<file path="src/rtl/exu_ctrl_pkg.sv">
// Shared configuration for the NPC execution sequencer: widths, instruction
// numbers, sequencer state encodings and next-PC select codes.
package exu_ctrl_pkg;

    localparam int ISA_WIDTH      = 32;
    localparam int INST_NUM_WIDTH = 6;

    // Instruction numbers produced by the decoder. Zero is reserved as "not
    // recognised" so that an unprogrammed decode never looks legal.
    localparam logic [INST_NUM_WIDTH-1:0] INST_INV    = 6'd0;
    localparam logic [INST_NUM_WIDTH-1:0] INST_AUIPC  = 6'd1;
    localparam logic [INST_NUM_WIDTH-1:0] INST_JAL    = 6'd2;
    localparam logic [INST_NUM_WIDTH-1:0] INST_JALR   = 6'd3;
    localparam logic [INST_NUM_WIDTH-1:0] INST_BEQ    = 6'd4;
    localparam logic [INST_NUM_WIDTH-1:0] INST_SW     = 6'd5;
    localparam logic [INST_NUM_WIDTH-1:0] INST_ADDI   = 6'd6;
    localparam logic [INST_NUM_WIDTH-1:0] INST_ADD    = 6'd7;
    localparam logic [INST_NUM_WIDTH-1:0] INST_EBREAK = 6'd8;
    localparam logic [INST_NUM_WIDTH-1:0] INST_LW     = 6'd9;

    // Next-PC select codes driven on pc_sel during write-back.
    localparam logic [1:0] PC_SNPC = 2'd0;  // pc + 4
    localparam logic [1:0] PC_IMM  = 2'd1;  // pc + imm
    localparam logic [1:0] PC_JALR = 2'd2;  // (src1 + imm) & ~1

    typedef enum logic [2:0] {
        ST_RESET    = 3'd0,
        ST_FETCH    = 3'd1,
        ST_DECODE   = 3'd2,
        ST_EXEC     = 3'd3,
        ST_MEM      = 3'd4,
        ST_MEM_WAIT = 3'd5,
        ST_WB       = 3'd6,
        ST_HALT     = 3'd7
    } state_t;

    // Per-instruction control attributes.
    typedef struct packed {
        logic legal;
        logic is_mem;
        logic is_store;
        logic writes_rd;
        logic is_ebreak;
    } inst_class_t;

    // States in which the sequencer is blocked on an external handshake.
    function automatic logic is_wait_state(input state_t st);
        return (st == ST_FETCH) || (st == ST_MEM) || (st == ST_MEM_WAIT);
    endfunction

endpackage

</file>
<file path="src/rtl/exu_ctrl_if.sv">
// Instruction-fetch and LSU handshake bundle between the sequencer (master)
// and the fetch/load-store units (slave).
//
// Handshake rules: a request (ifu_req, lsu_req) is a level that the master
// keeps high, with lsu_wen stable, until the slave acknowledges it. The IFU
// acknowledges with ifu_rvalid, which also marks the instruction word valid.
// The LSU accepts with lsu_ready and reports completion with lsu_rvalid;
// both may rise in the same cycle. Once lsu_ready has been seen the request
// drops and the master only waits for lsu_rvalid. Acknowledges seen while
// no request is pending are ignored.
interface exu_ctrl_if;

    logic ifu_req;
    logic ifu_rvalid;
    logic lsu_req;
    logic lsu_wen;
    logic lsu_ready;
    logic lsu_rvalid;

    modport master (
        output ifu_req,
        output lsu_req,
        output lsu_wen,
        input  ifu_rvalid,
        input  lsu_ready,
        input  lsu_rvalid
    );

    modport slave (
        input  ifu_req,
        input  lsu_req,
        input  lsu_wen,
        output ifu_rvalid,
        output lsu_ready,
        output lsu_rvalid
    );

endinterface

</file>
<file path="src/rtl/exu_ctrl_wdog.sv">
// Bus watchdog: counts consecutive cycles spent waiting on a handshake and
// flags expiry when the limit is reached without the awaited acknowledge.
module ctrl_wdog
    import exu_ctrl_pkg::*;
#(
    parameter int TIMEOUT = 255
) (
    input  logic clk,
    input  logic rst,
    input  logic waiting,
    input  logic done,
    output logic expired
);

    localparam int CW = $clog2(TIMEOUT + 1);
    // cnt_q holds the number of earlier waiting cycles, so the current cycle
    // is number cnt_q + 1; the limit is reached when cnt_q == TIMEOUT - 1.
    localparam logic [CW-1:0] LAST = CW'(TIMEOUT - 1);
    localparam logic [CW-1:0] SAT  = CW'(TIMEOUT);

    logic [CW-1:0] cnt_q;
    logic [CW-1:0] cnt_d;

    // Count while waiting (saturating); any non-waiting cycle clears it.
    always_comb begin
        cnt_d = cnt_q;
        if (!waiting) begin
            cnt_d = '0;
        end else if (cnt_q != SAT) begin
            cnt_d = cnt_q + 1'b1;
        end
    end

    // Watchdog count register.
    always_ff @(posedge clk or posedge rst) begin
        if (rst) begin
            cnt_q <= '0;
        end else begin
            cnt_q <= cnt_d;
        end
    end

    // An acknowledge in the final cycle wins over expiry.
    always_comb begin
        expired = waiting && !done && (cnt_q >= LAST);
    end

endmodule

</file>
<file path="src/rtl/exu_ctrl.sv">
// Multi-cycle sequencer for the NPC execution datapath: walks each
// instruction through fetch, decode, execute, memory and write-back, drives
// the datapath enables, runs the IFU/LSU handshakes and stops the core on
// ebreak, an illegal instruction or a bus timeout.
module exu_ctrl
    import exu_ctrl_pkg::*;
#(
    parameter int CNT_WIDTH   = 64,
    parameter int BUS_TIMEOUT = 255
) (
    input  logic                      clk,
    input  logic                      rst,
    input  logic [INST_NUM_WIDTH-1:0] inst_num,
    input  logic [ISA_WIDTH-1:0]      alu_result,
    exu_ctrl_if.master                bus,
    output logic                      ir_we,
    output logic                      alu_we,
    output logic                      pc_we,
    output logic [1:0]                pc_sel,
    output logic                      gpr_we,
    output logic                      halt,
    output logic                      halt_err,
    output logic [CNT_WIDTH-1:0]      cycle_cnt,
    output logic [CNT_WIDTH-1:0]      instret_cnt,
    output state_t                    dbg_state
);

    state_t                 state_q, state_d;
    logic                   halt_q, halt_d;
    logic                   halt_err_q, halt_err_d;
    logic [CNT_WIDTH-1:0]   cycle_q, cycle_d;
    logic [CNT_WIDTH-1:0]   instret_q, instret_d;

    inst_class_t            cls;
    logic                   wd_waiting;
    logic                   wd_done;
    logic                   wd_expired;

    // Only the EQ flag of the ALU result steers the sequencer.
    logic                   unused_alu_bits;
    assign unused_alu_bits = ^alu_result[ISA_WIDTH-1:1];

    // Local decode of the instruction number into control attributes.
    always_comb begin
        cls = '0;
        case (inst_num)
            INST_AUIPC:  begin cls.legal = 1'b1; cls.writes_rd = 1'b1; end
            INST_JAL:    begin cls.legal = 1'b1; cls.writes_rd = 1'b1; end
            INST_JALR:   begin cls.legal = 1'b1; cls.writes_rd = 1'b1; end
            INST_BEQ:    begin cls.legal = 1'b1; end
            INST_SW:     begin cls.legal = 1'b1; cls.is_mem = 1'b1; cls.is_store = 1'b1; end
            INST_LW:     begin cls.legal = 1'b1; cls.is_mem = 1'b1; cls.writes_rd = 1'b1; end
            INST_ADDI:   begin cls.legal = 1'b1; cls.writes_rd = 1'b1; end
            INST_ADD:    begin cls.legal = 1'b1; cls.writes_rd = 1'b1; end
            INST_EBREAK: begin cls.legal = 1'b1; cls.is_ebreak = 1'b1; end
            default:     cls = '0;
        endcase
    end

    // Watchdog feed: which acknowledge the current waiting state expects.
    always_comb begin
        wd_waiting = is_wait_state(state_q);
        case (state_q)
            ST_FETCH:    wd_done = bus.ifu_rvalid;
            ST_MEM:      wd_done = bus.lsu_ready;
            ST_MEM_WAIT: wd_done = bus.lsu_rvalid;
            default:     wd_done = 1'b0;
        endcase
    end

    ctrl_wdog #(
        .TIMEOUT (BUS_TIMEOUT)
    ) u_wdog (
        .clk     (clk),
        .rst     (rst),
        .waiting (wd_waiting),
        .done    (wd_done),
        .expired (wd_expired)
    );

    // Next-state, halt cause and counter updates.
    always_comb begin
        state_d    = state_q;
        halt_d     = halt_q;
        halt_err_d = halt_err_q;
        case (state_q)
            ST_RESET: state_d = ST_FETCH;
            ST_FETCH: begin
                if (bus.ifu_rvalid) begin
                    state_d = ST_DECODE;
                end else if (wd_expired) begin
                    state_d    = ST_HALT;
                    halt_d     = 1'b1;
                    halt_err_d = 1'b1;
                end
            end
            ST_DECODE: begin
                if (!cls.legal) begin
                    state_d    = ST_HALT;
                    halt_d     = 1'b1;
                    halt_err_d = 1'b1;
                end else if (cls.is_ebreak) begin
                    state_d    = ST_HALT;
                    halt_d     = 1'b1;
                    halt_err_d = 1'b0;
                end else begin
                    state_d = ST_EXEC;
                end
            end
            ST_EXEC: state_d = cls.is_mem ? ST_MEM : ST_WB;
            ST_MEM: begin
                if (bus.lsu_ready && bus.lsu_rvalid) begin
                    state_d = ST_WB;
                end else if (bus.lsu_ready) begin
                    state_d = ST_MEM_WAIT;
                end else if (wd_expired) begin
                    state_d    = ST_HALT;
                    halt_d     = 1'b1;
                    halt_err_d = 1'b1;
                end
            end
            ST_MEM_WAIT: begin
                if (bus.lsu_rvalid) begin
                    state_d = ST_WB;
                end else if (wd_expired) begin
                    state_d    = ST_HALT;
                    halt_d     = 1'b1;
                    halt_err_d = 1'b1;
                end
            end
            ST_WB:   state_d = ST_FETCH;
            ST_HALT: state_d = ST_HALT;
            default: state_d = ST_RESET;
        endcase

        cycle_d = cycle_q;
        if ((state_q != ST_RESET) && (state_q != ST_HALT)) begin
            cycle_d = cycle_q + 1'b1;
        end
        instret_d = instret_q;
        if (state_q == ST_WB) begin
            instret_d = instret_q + 1'b1;
        end
    end

    // Sequencer state, halt status and counters.
    always_ff @(posedge clk or posedge rst) begin
        if (rst) begin
            state_q    <= ST_RESET;
            halt_q     <= 1'b0;
            halt_err_q <= 1'b0;
            cycle_q    <= '0;
            instret_q  <= '0;
        end else begin
            state_q    <= state_d;
            halt_q     <= halt_d;
            halt_err_q <= halt_err_d;
            cycle_q    <= cycle_d;
            instret_q  <= instret_d;
        end
    end

    // Datapath enables and handshake requests, decoded from the current state.
    always_comb begin
        bus.ifu_req = 1'b0;
        bus.lsu_req = 1'b0;
        bus.lsu_wen = 1'b0;
        ir_we       = 1'b0;
        alu_we      = 1'b0;
        pc_we       = 1'b0;
        pc_sel      = PC_SNPC;
        gpr_we      = 1'b0;
        case (state_q)
            ST_FETCH: begin
                bus.ifu_req = 1'b1;
                ir_we       = bus.ifu_rvalid;
            end
            ST_EXEC: alu_we = 1'b1;
            ST_MEM: begin
                bus.lsu_req = 1'b1;
                bus.lsu_wen = cls.is_store;
            end
            ST_WB: begin
                pc_we  = 1'b1;
                gpr_we = cls.writes_rd;
                if (inst_num == INST_JAL) begin
                    pc_sel = PC_IMM;
                end else if (inst_num == INST_JALR) begin
                    pc_sel = PC_JALR;
                end else if ((inst_num == INST_BEQ) && alu_result[0]) begin
                    pc_sel = PC_IMM;
                end
            end
            default: ;
        endcase
    end

    assign halt        = halt_q;
    assign halt_err    = halt_err_q;
    assign cycle_cnt   = cycle_q;
    assign instret_cnt = instret_q;
    assign dbg_state   = state_q;

endmodule

</file>
<file path="src/flat_wrapper.sv">
// flat-port wrapper written by rule: the top's interface ports become plain ports
module exu_ctrl_flat import exu_ctrl_pkg::*;
#(
    parameter int CNT_WIDTH   = 64,
    parameter int BUS_TIMEOUT = 255
)
  (clk, rst, inst_num, alu_result, ir_we, alu_we, pc_we, pc_sel, gpr_we, halt, halt_err, cycle_cnt, instret_cnt, dbg_state, bus_ifu_req, bus_lsu_req, bus_lsu_wen, bus_ifu_rvalid, bus_lsu_ready, bus_lsu_rvalid);
  exu_ctrl_if bus_i ();
  input  logic clk;
  input  logic rst;
  input  logic [INST_NUM_WIDTH-1:0] inst_num;
  input  logic [ISA_WIDTH-1:0] alu_result;
  output logic ir_we;
  output logic alu_we;
  output logic pc_we;
  output logic [1:0] pc_sel;
  output logic gpr_we;
  output logic halt;
  output logic halt_err;
  output logic [CNT_WIDTH-1:0] cycle_cnt;
  output logic [CNT_WIDTH-1:0] instret_cnt;
  output state_t dbg_state;
  output wire logic [$bits(bus_i.ifu_req)-1:0] bus_ifu_req;
  output wire logic [$bits(bus_i.lsu_req)-1:0] bus_lsu_req;
  output wire logic [$bits(bus_i.lsu_wen)-1:0] bus_lsu_wen;
  input wire logic [$bits(bus_i.ifu_rvalid)-1:0] bus_ifu_rvalid;
  input wire logic [$bits(bus_i.lsu_ready)-1:0] bus_lsu_ready;
  input wire logic [$bits(bus_i.lsu_rvalid)-1:0] bus_lsu_rvalid;
  assign bus_ifu_req = bus_i.ifu_req;
  assign bus_lsu_req = bus_i.lsu_req;
  assign bus_lsu_wen = bus_i.lsu_wen;
  assign bus_i.ifu_rvalid = bus_ifu_rvalid;
  assign bus_i.lsu_ready = bus_lsu_ready;
  assign bus_i.lsu_rvalid = bus_lsu_rvalid;
  exu_ctrl #(.CNT_WIDTH(CNT_WIDTH), .BUS_TIMEOUT(BUS_TIMEOUT)) u_core (.clk(clk), .rst(rst), .inst_num(inst_num), .alu_result(alu_result), .bus(bus_i), .ir_we(ir_we), .alu_we(alu_we), .pc_we(pc_we), .pc_sel(pc_sel), .gpr_we(gpr_we), .halt(halt), .halt_err(halt_err), .cycle_cnt(cycle_cnt), .instret_cnt(instret_cnt), .dbg_state(dbg_state));
endmodule
</file>
<file path="config.mk">
export PLATFORM = sky130hd
export DESIGN_NAME = exu_ctrl_flat
export DESIGN_NICKNAME = d
export VERILOG_FILES = /design/src/rtl/exu_ctrl_pkg.sv /design/src/rtl/exu_ctrl_if.sv /design/src/rtl/exu_ctrl_wdog.sv /design/src/rtl/exu_ctrl.sv /design/src/flat_wrapper.sv
export SDC_FILE = /design/constraint.sdc
export NUM_CORES = 1
export LEC_CHECK = 0
export CORE_MARGIN = 3
export CORE_UTILIZATION = 49
export CTS_BUF_LIST = sky130_fd_sc_hd__clkbuf_8 sky130_fd_sc_hd__clkbuf_16
export CTS_CLUSTER_SIZE = 40
export DETAILED_ROUTE_END_ITERATION = 6
export GPL_TIMING_DRIVEN = 0
export PLACE_DENSITY = 0.93
export SYNTH_ARGS = -nofsm -noshare
export SYNTH_HDL_FRONTEND = slang
export SYNTH_HIERARCHICAL = 1
export SYNTH_SLANG_ARGS = --single-unit
</file>
<file path="constraint.sdc">
create_clock -name clk -period 6 [get_ports clk]
set_clock_uncertainty 0.2 [all_clocks]
set_input_delay 1.2 -clock clk [delete_from_list [all_inputs] [get_ports clk]]
set_output_delay 1.2 -clock clk [all_outputs]
set_load 0.01 [all_outputs]
</file>
==> results of run 1 <==
## power by group through the flow
stage / Sequential [mW] / Combinational (mW) / Clock (mW)
floorplan: 1.13 / 0.277 / 0
global placement: 1.12 / 0.491 / 0
detailed placement: 1.12 / 0.507 / 0
CTS: 1.11 / 0.512 / 1.09
global route: 1.12 / 0.563 / 1.13
finish: 1.11 / 0.512 / 1.07
## per-layer routing
metal  GRT usage (%)  part of all wire, %  up-vias
li1                -                    -     2718
met1            29.5                   43     2905
met2            36.6                   50      210
met3            4.50                  4.9       29
met4            8.16                  2.4        0
met5               0                    0        -
## through the flow
stage / setup slack [ns] / area, µm²
after global routing: 1.65 / 9410
after detailed placement: 1.76 / 8800
final: 1.74 / 9410
after CTS: 1.74 / 9410
after global placement: -0.735 / 8760
after floorplan: 1.05 / 7020
## synthesized netlist by cell type, types with 3 or more instances
| cell type | count |
|---|---|
| sky130_fd_sc_hd__a21oi_1 | 4 |
| sky130_fd_sc_hd__a31oi_1 | 6 |
| sky130_fd_sc_hd__and2_1 | 6 |
| sky130_fd_sc_hd__and3_1 | 10 |
| sky130_fd_sc_hd__and4_1 | 5 |
| sky130_fd_sc_hd__buf_2 | 5 |
| sky130_fd_sc_hd__buf_6 | 4 |
| sky130_fd_sc_hd__clkbuf_1 | 4 |
| sky130_fd_sc_hd__dfrtp_1 | 141 |
| sky130_fd_sc_hd__ha_1 | 4 |
| sky130_fd_sc_hd__inv_1 | 27 |
| sky130_fd_sc_hd__nand2_1 | 72 |
| sky130_fd_sc_hd__nand2b_1 | 4 |
| sky130_fd_sc_hd__nand3_1 | 39 |
| sky130_fd_sc_hd__nand4_1 | 34 |
| sky130_fd_sc_hd__nand4_2 | 3 |
| sky130_fd_sc_hd__nor2_1 | 54 |
| sky130_fd_sc_hd__nor3_1 | 50 |
| sky130_fd_sc_hd__nor4_1 | 15 |
| sky130_fd_sc_hd__nor4_2 | 5 |
| sky130_fd_sc_hd__nor4_4 | 3 |
| sky130_fd_sc_hd__nor4b_1 | 4 |
| sky130_fd_sc_hd__o21ai_0 | 5 |
| sky130_fd_sc_hd__or3_1 | 8 |
| sky130_fd_sc_hd__xnor2_1 | 53 |
| sky130_fd_sc_hd__xor2_1 | 74 |
## registers in the layout, summed over array words and instances, names as in the netlist
name                 cells
u_core/cycle_cnt        64
u_core/instret_cnt      64
u_core/u_wdog/cnt_q      8
u_core/dbg_state         3
u_core/halt              1
u_core/halt_err          1
## cells by family (layout without fill, tap and decap cells)
logic type	after synthesis	in the layout	synth area share (%)
xor gates and xnor gates	127	127	15.9
muxes	4	4	0.606
DFF	141	141	50.3
buffers and inverters	41	226	2.73
and+or+nand+nor	333	333	27.0
adders and majority gates	4	4	0.713
AOI/OAI and AO/OA	29	29	2.85
## worst max path at each step
stage / from / to / slack [ns] / cells after the start
2_1_floorplan: rst / u_core/cycle_cnt[0] / 1.05 / 1
3_3_place_gp: rst / u_core/instret_cnt[54] / -0.73 / 2
3_5_place_dp: inst_num[1] / pc_sel[0] / 1.76 / 4
4_1_cts: inst_num[1] / pc_sel[0] / 1.74 / 4
5_1_grt: inst_num[5] / pc_sel[1] / 1.65 / 5
6_report: inst_num[5] / pc_sel[1] / 1.74 / 5
## final cells by class
type	instances	area, µm²
clock buffers	20	467
multi-input cells	497	3300
fillers	1005	4530
plain buffers	14	90.1
inverters	27	106
repair buffers	153	1550
flip-flops and latches	141	3530
clock inverters	12	144
well taps	180	225
## critical path, stage by stage
cell and delay (ns):
sky130_fd_sc_hd__clkdlybuf4s50_1 0.45, sky130_fd_sc_hd__nor2_1 0.20, sky130_fd_sc_hd__nand3b_1 0.14, sky130_fd_sc_hd__nor4bb_1 0.28, sky130_fd_sc_hd__clkdlybuf4s50_1 0.59
==> metrics.yaml, run 1 <==
drt-vias-per-instance: 5.61
netlist_area_um2: 7020
synthCells: 679
p_switching_mw: 0.741
synth.yosys.seq_area_share_pct: 50.3
final-hold-violation-count: 0
fin_crit_sh_pct: 71.1
antenna_cells: 0
end_kind: "output pin"
tritoncts: "done"
worstPathArrival_ns: 2.86
grt_setup_unrepaired: "false"
num_rows: 43
run_status: "finished, final reports clean"
worstHoldPathCells: 1
worst_ir_drop_vdd_mv: 0.313
antenna_violations_before_repair: 0
layout.cells.most_common_list: "sky130_fd_sc_hd__clkdlybuf4s50_1, sky130_fd_sc_hd__dfrtp_1, sky130_fd_sc_hd__xor2_1"
category_of_the_worst_setup_path_launch_point: "primary input"
critical_path.max_fanout: 3
cts_root_cell: "sky130_fd_sc_hd__clkbuf_16"
finish.utilization_pct: 67.5
largest_net_degree_at_the_start_of_global_routing: 78
netlist.top_cell.by_area: "sky130_fd_sc_hd__dfrtp_1"
timing.rr.start: "u_core/dbg_state[0]"
yosys_most_used_dff: "sky130_fd_sc_hd__dfrtp_1"
r2r.worst_path.cells: 10
io-pin-count: 185
synth_async_sr_flop_share_pct: 100
number_of_input_and_output_port_buffers_inserted: 152
clock_tree.htree_level_count: 4
floorplan.initialDensity_pct: 50.4
clock_sink_count: 141
global_route.overflow_total: 0
synth_fp_nets: 726
route.final.wire_length_mm: 17.2
core_um2: 13900
final_layout_size_suffix_gt1_share_pct: 8.10
area_growth_syn_to_layout_pct: 34.1
detailedRoute.firstIterationViolations: 433
seqPwrFrac_pct: 41.2
final-max-slew-violation-count: 0
max_freq_mhz: 235
hold_path_class: "flip-flop to flip-flop"
drc_errors: 0
max_cap_check_violation_count: 0
gates_resized_cts_repair: 0
power.clock.fraction_pct: 39.7
synth.lib_cells_used.distinct: 56
drt_first_pass_iters: 5
avgSynthCellArea_um2: 10.3
number_of_global_route_vias_before_repair: 5799
placed_insts: 1012
post-dp-hpwl_mm: 12.3
die-area_um2: 15800
cts-buffers-inserted: 17
hold_slack_ns: 0.270
hp-start: "u_core/halt"
crit_type: "primary input to output pin"
layout_commonest_cell: "sky130_fd_sc_hd__clkdlybuf4s50_1"
synth_enable_flop_cells: 0
sw_frac_of_total_pct: 27.6
synth_top_area_share_pct: 50.3
synth_top_cells_by_area: "sky130_fd_sc_hd__dfrtp_1, sky130_fd_sc_hd__xor2_1, sky130_fd_sc_hd__xnor2_1"
setup_viol: 0
cellPowerDensity_nw_per_um2: 285
cts.hold.buffers_added: 0
routedWlPerCell_um: 16.5
finalNonFillerCells: 1044
grt_first_pass_wirelength_mm: 29.1
die_y_um: 126
relSlewSlack_pct: 47.2
worst_setup_hold_path_clk_slew_ns: 0.06
period_minus_slack_ns: 4.26
cts-root-to-sink-buffers: 2
finalSetupTns_ns: 0
ys_warn_count: 6
grt.total_usage_pct: 22.3
worst_pin_slew_ns: 0.786
globalplace.congestion: 0.865
worst_ep_required_time_ns: 4.60
vias: 5862
worst_skew_pair.late_latency_ns: 0.41
design_power_total_mw: 2.68
whs_endpoint: "u_core/halt"
cts.repair_timing.setup_buffer_count: 0
power.combinational.fraction_pct: 19.1
p_int_mw: 1.94
worst_r2r_endpoint: "u_core/halt_err"
postSynthRegisterBits: 141
rrSetupSlack_ns: 3.13
static-leakage-power_nw: 4.14
postRouteAntennaNets: 0
design.final.nets: 898
dieWidth_um: 126
Power figures use the tool's default switching activity.
==> run 2: changes to the inputs <==
clock period = 4.2 ns   (was 6 ns; I/O delays follow)
==> metrics.yaml, run 2 (synthesis gave the netlist of run 1 again) <==
worst_setup_hold_path_clk_slew_ns: 0.06
design_area_um2: 9390
cts.repair_timing.setup_buffer_count: 0
postRouteAntennaNets: 0
worst_r2r_endpoint: "u_core/halt_err"
power.combinational.fraction_pct: 19.6
clock_tree.htree_level_count: 4
timing.critical_path.cells: "clkbuf_1 -> inv_1 -> nand3_1 -> inv_1 -> nand3b_1 -> nor4bb_1 -> clkdlybuf4s50_1"
category_of_the_worst_setup_path_launch_point: "flip-flop"
finalNonFillerCells: 1045
worstPathArrival_ns: 2.62
critical_path.max_fanout: 10
cts-buffers-inserted: 17
path_common_cell: "sky130_fd_sc_hd__inv_1"
rrSetupSlack_ns: 1.27
floorplan.initialDensity_pct: 50.4
p_switching_mw: 1.06
critical-path-max-stage-delay_ns: 0.59
drc_errors: 0
hp-start: "u_core/halt"
tritoncts: "done"
max_freq_mhz: 273
routedWlPerCell_um: 16.9
sw_frac_of_total_pct: 28.4
die-area_um2: 15800
hold_path_class: "flip-flop to flip-flop"
grt_first_pass_wirelength_mm: 29.3
end_kind: "output pin"
num_rows: 43
antenna_cells: 0
worstHoldPathCells: 1
worst_pin_slew_ns: 0.869
placement.cell_area_um2: 8830
post-dp-hpwl_mm: 12.6
grt_setup_unrepaired: "false"
vias: 5867
relSlewSlack_pct: 41.6
cts_root_cell: "sky130_fd_sc_hd__clkbuf_16"
crit_type: "flip-flop to output pin"
drt-vias-per-instance: 5.61
design.final.nets: 900
final-hold-violation-count: 0
max_cap_check_violation_count: 0
fin_crit_sh_pct: 87.1
area_growth_syn_to_layout_pct: 33.9
route.final.wire_length_mm: 17.6
antenna_violations_before_repair: 0
num-fill-cells: 1046
cellPowerDensity_nw_per_um2: 399
critical_path.top_delay_family: "buffers and inverters"
placed_insts: 1014
grt.total_usage_pct: 22.5
power.clock.fraction_pct: 38.2
crit_slowest_cell: "sky130_fd_sc_hd__clkdlybuf4s50_1"
clock_sink_count: 141
p_int_mw: 2.68
seqPwrFrac_pct: 42.2
worst_skew_pair.late_latency_ns: 0.41
worstPathBufferInverterCount: 4
io-pin-count: 185
period_minus_slack_ns: 3.66
worst_ep_required_time_ns: 3.16
layout.cells.most_common_list: "sky130_fd_sc_hd__clkdlybuf4s50_1, sky130_fd_sc_hd__dfrtp_1, sky130_fd_sc_hd__xor2_1"
r2r.worst_path.cells: 10
dieWidth_um: 126
drt_first_pass_iters: 5
number_of_input_and_output_port_buffers_inserted: 152
worst_ir_drop_vdd_mv: 0.368
cts-root-to-sink-buffers: 2
final-max-slew-violation-count: 0
globalplace.congestion: 0.859
whs_endpoint: "u_core/halt"
largest_net_degree_at_the_start_of_global_routing: 43
detailedRoute.firstIterationViolations: 546
die_y_um: 126
cts.hold.buffers_added: 0
global_route.overflow_total: 0
number_of_global_route_vias_before_repair: 5804
setup_viol: 0
finalSetupTns_ns: 0
final_layout_size_suffix_gt1_share_pct: 8.09
gates_resized_cts_repair: 0
timing.rr.start: "u_core/dbg_state[0]"
static-leakage-power_nw: 4.14
core_um2: 13900
run_status: "finished, final reports clean"
layout_commonest_cell: "sky130_fd_sc_hd__clkdlybuf4s50_1"
[run 2: final cells by class]
cell class,instances,area (µm²),area share [%]
clock inverters,13,128,1.36
well taps,180,225,2.40
flip-flops and latches,141,3530,37.6
repair buffers,155,1580,16.8
clock buffers,18,439,4.68
plain buffers,14,90.1,0.959
inverters,27,105,1.12
multi-input cells,497,3300,35.1
[run 2: power by group through the flow]
stage / clock network, mW / registers, mW / logic, mW
2_1_floorplan: 0 / 1.61 / 0.396
3_3_place_gp: 0 / 1.60 / 0.698
3_5_place_dp: 0 / 1.60 / 0.725
4_1_cts: 1.47 / 1.58 / 0.732
5_1_grt: 1.53 / 1.60 / 0.799
6_report: 1.43 / 1.58 / 0.733
[run 2: how the worst max path moves through the flow]
stage	slack [ns]	cells past startpoint	endpoint	from
6_report	0.54	7	pc_sel[1]	u_core/dbg_state[0]
5_1_grt	0.37	7	pc_sel[1]	u_core/dbg_state[0]
4_1_cts	0.55	7	pc_sel[1]	u_core/dbg_state[0]
3_5_place_dp	0.67	5	pc_sel[1]	inst_num[5]
3_3_place_gp	0.31	2	u_core/instret_cnt[55]	rst
2_1_floorplan	1.50	4	pc_sel[0]	inst_num[2]
[run 2: routing by layer]
layer | part of all wire, % | track usage [%]
met1 | 44 | 30.1
met2 | 49 | 36.3
met3 | 5.1 | 4.28
met4 | 2.0 | 8.93
met5 | 0 | 0
[run 2: metrics by stage]
step	hold WS [ns]	total power [mW]	setup WS [ns]	util, %
floorplan	0.304	2.01	1.50	-
global placement	0.254	2.30	0.313	62.9
detailed placement	0.260	2.33	0.668	63.3
CTS	0.273	3.78	0.546	67.4
global route	0.299	3.93	0.370	67.4
finish	0.268	3.75	0.544	67.4
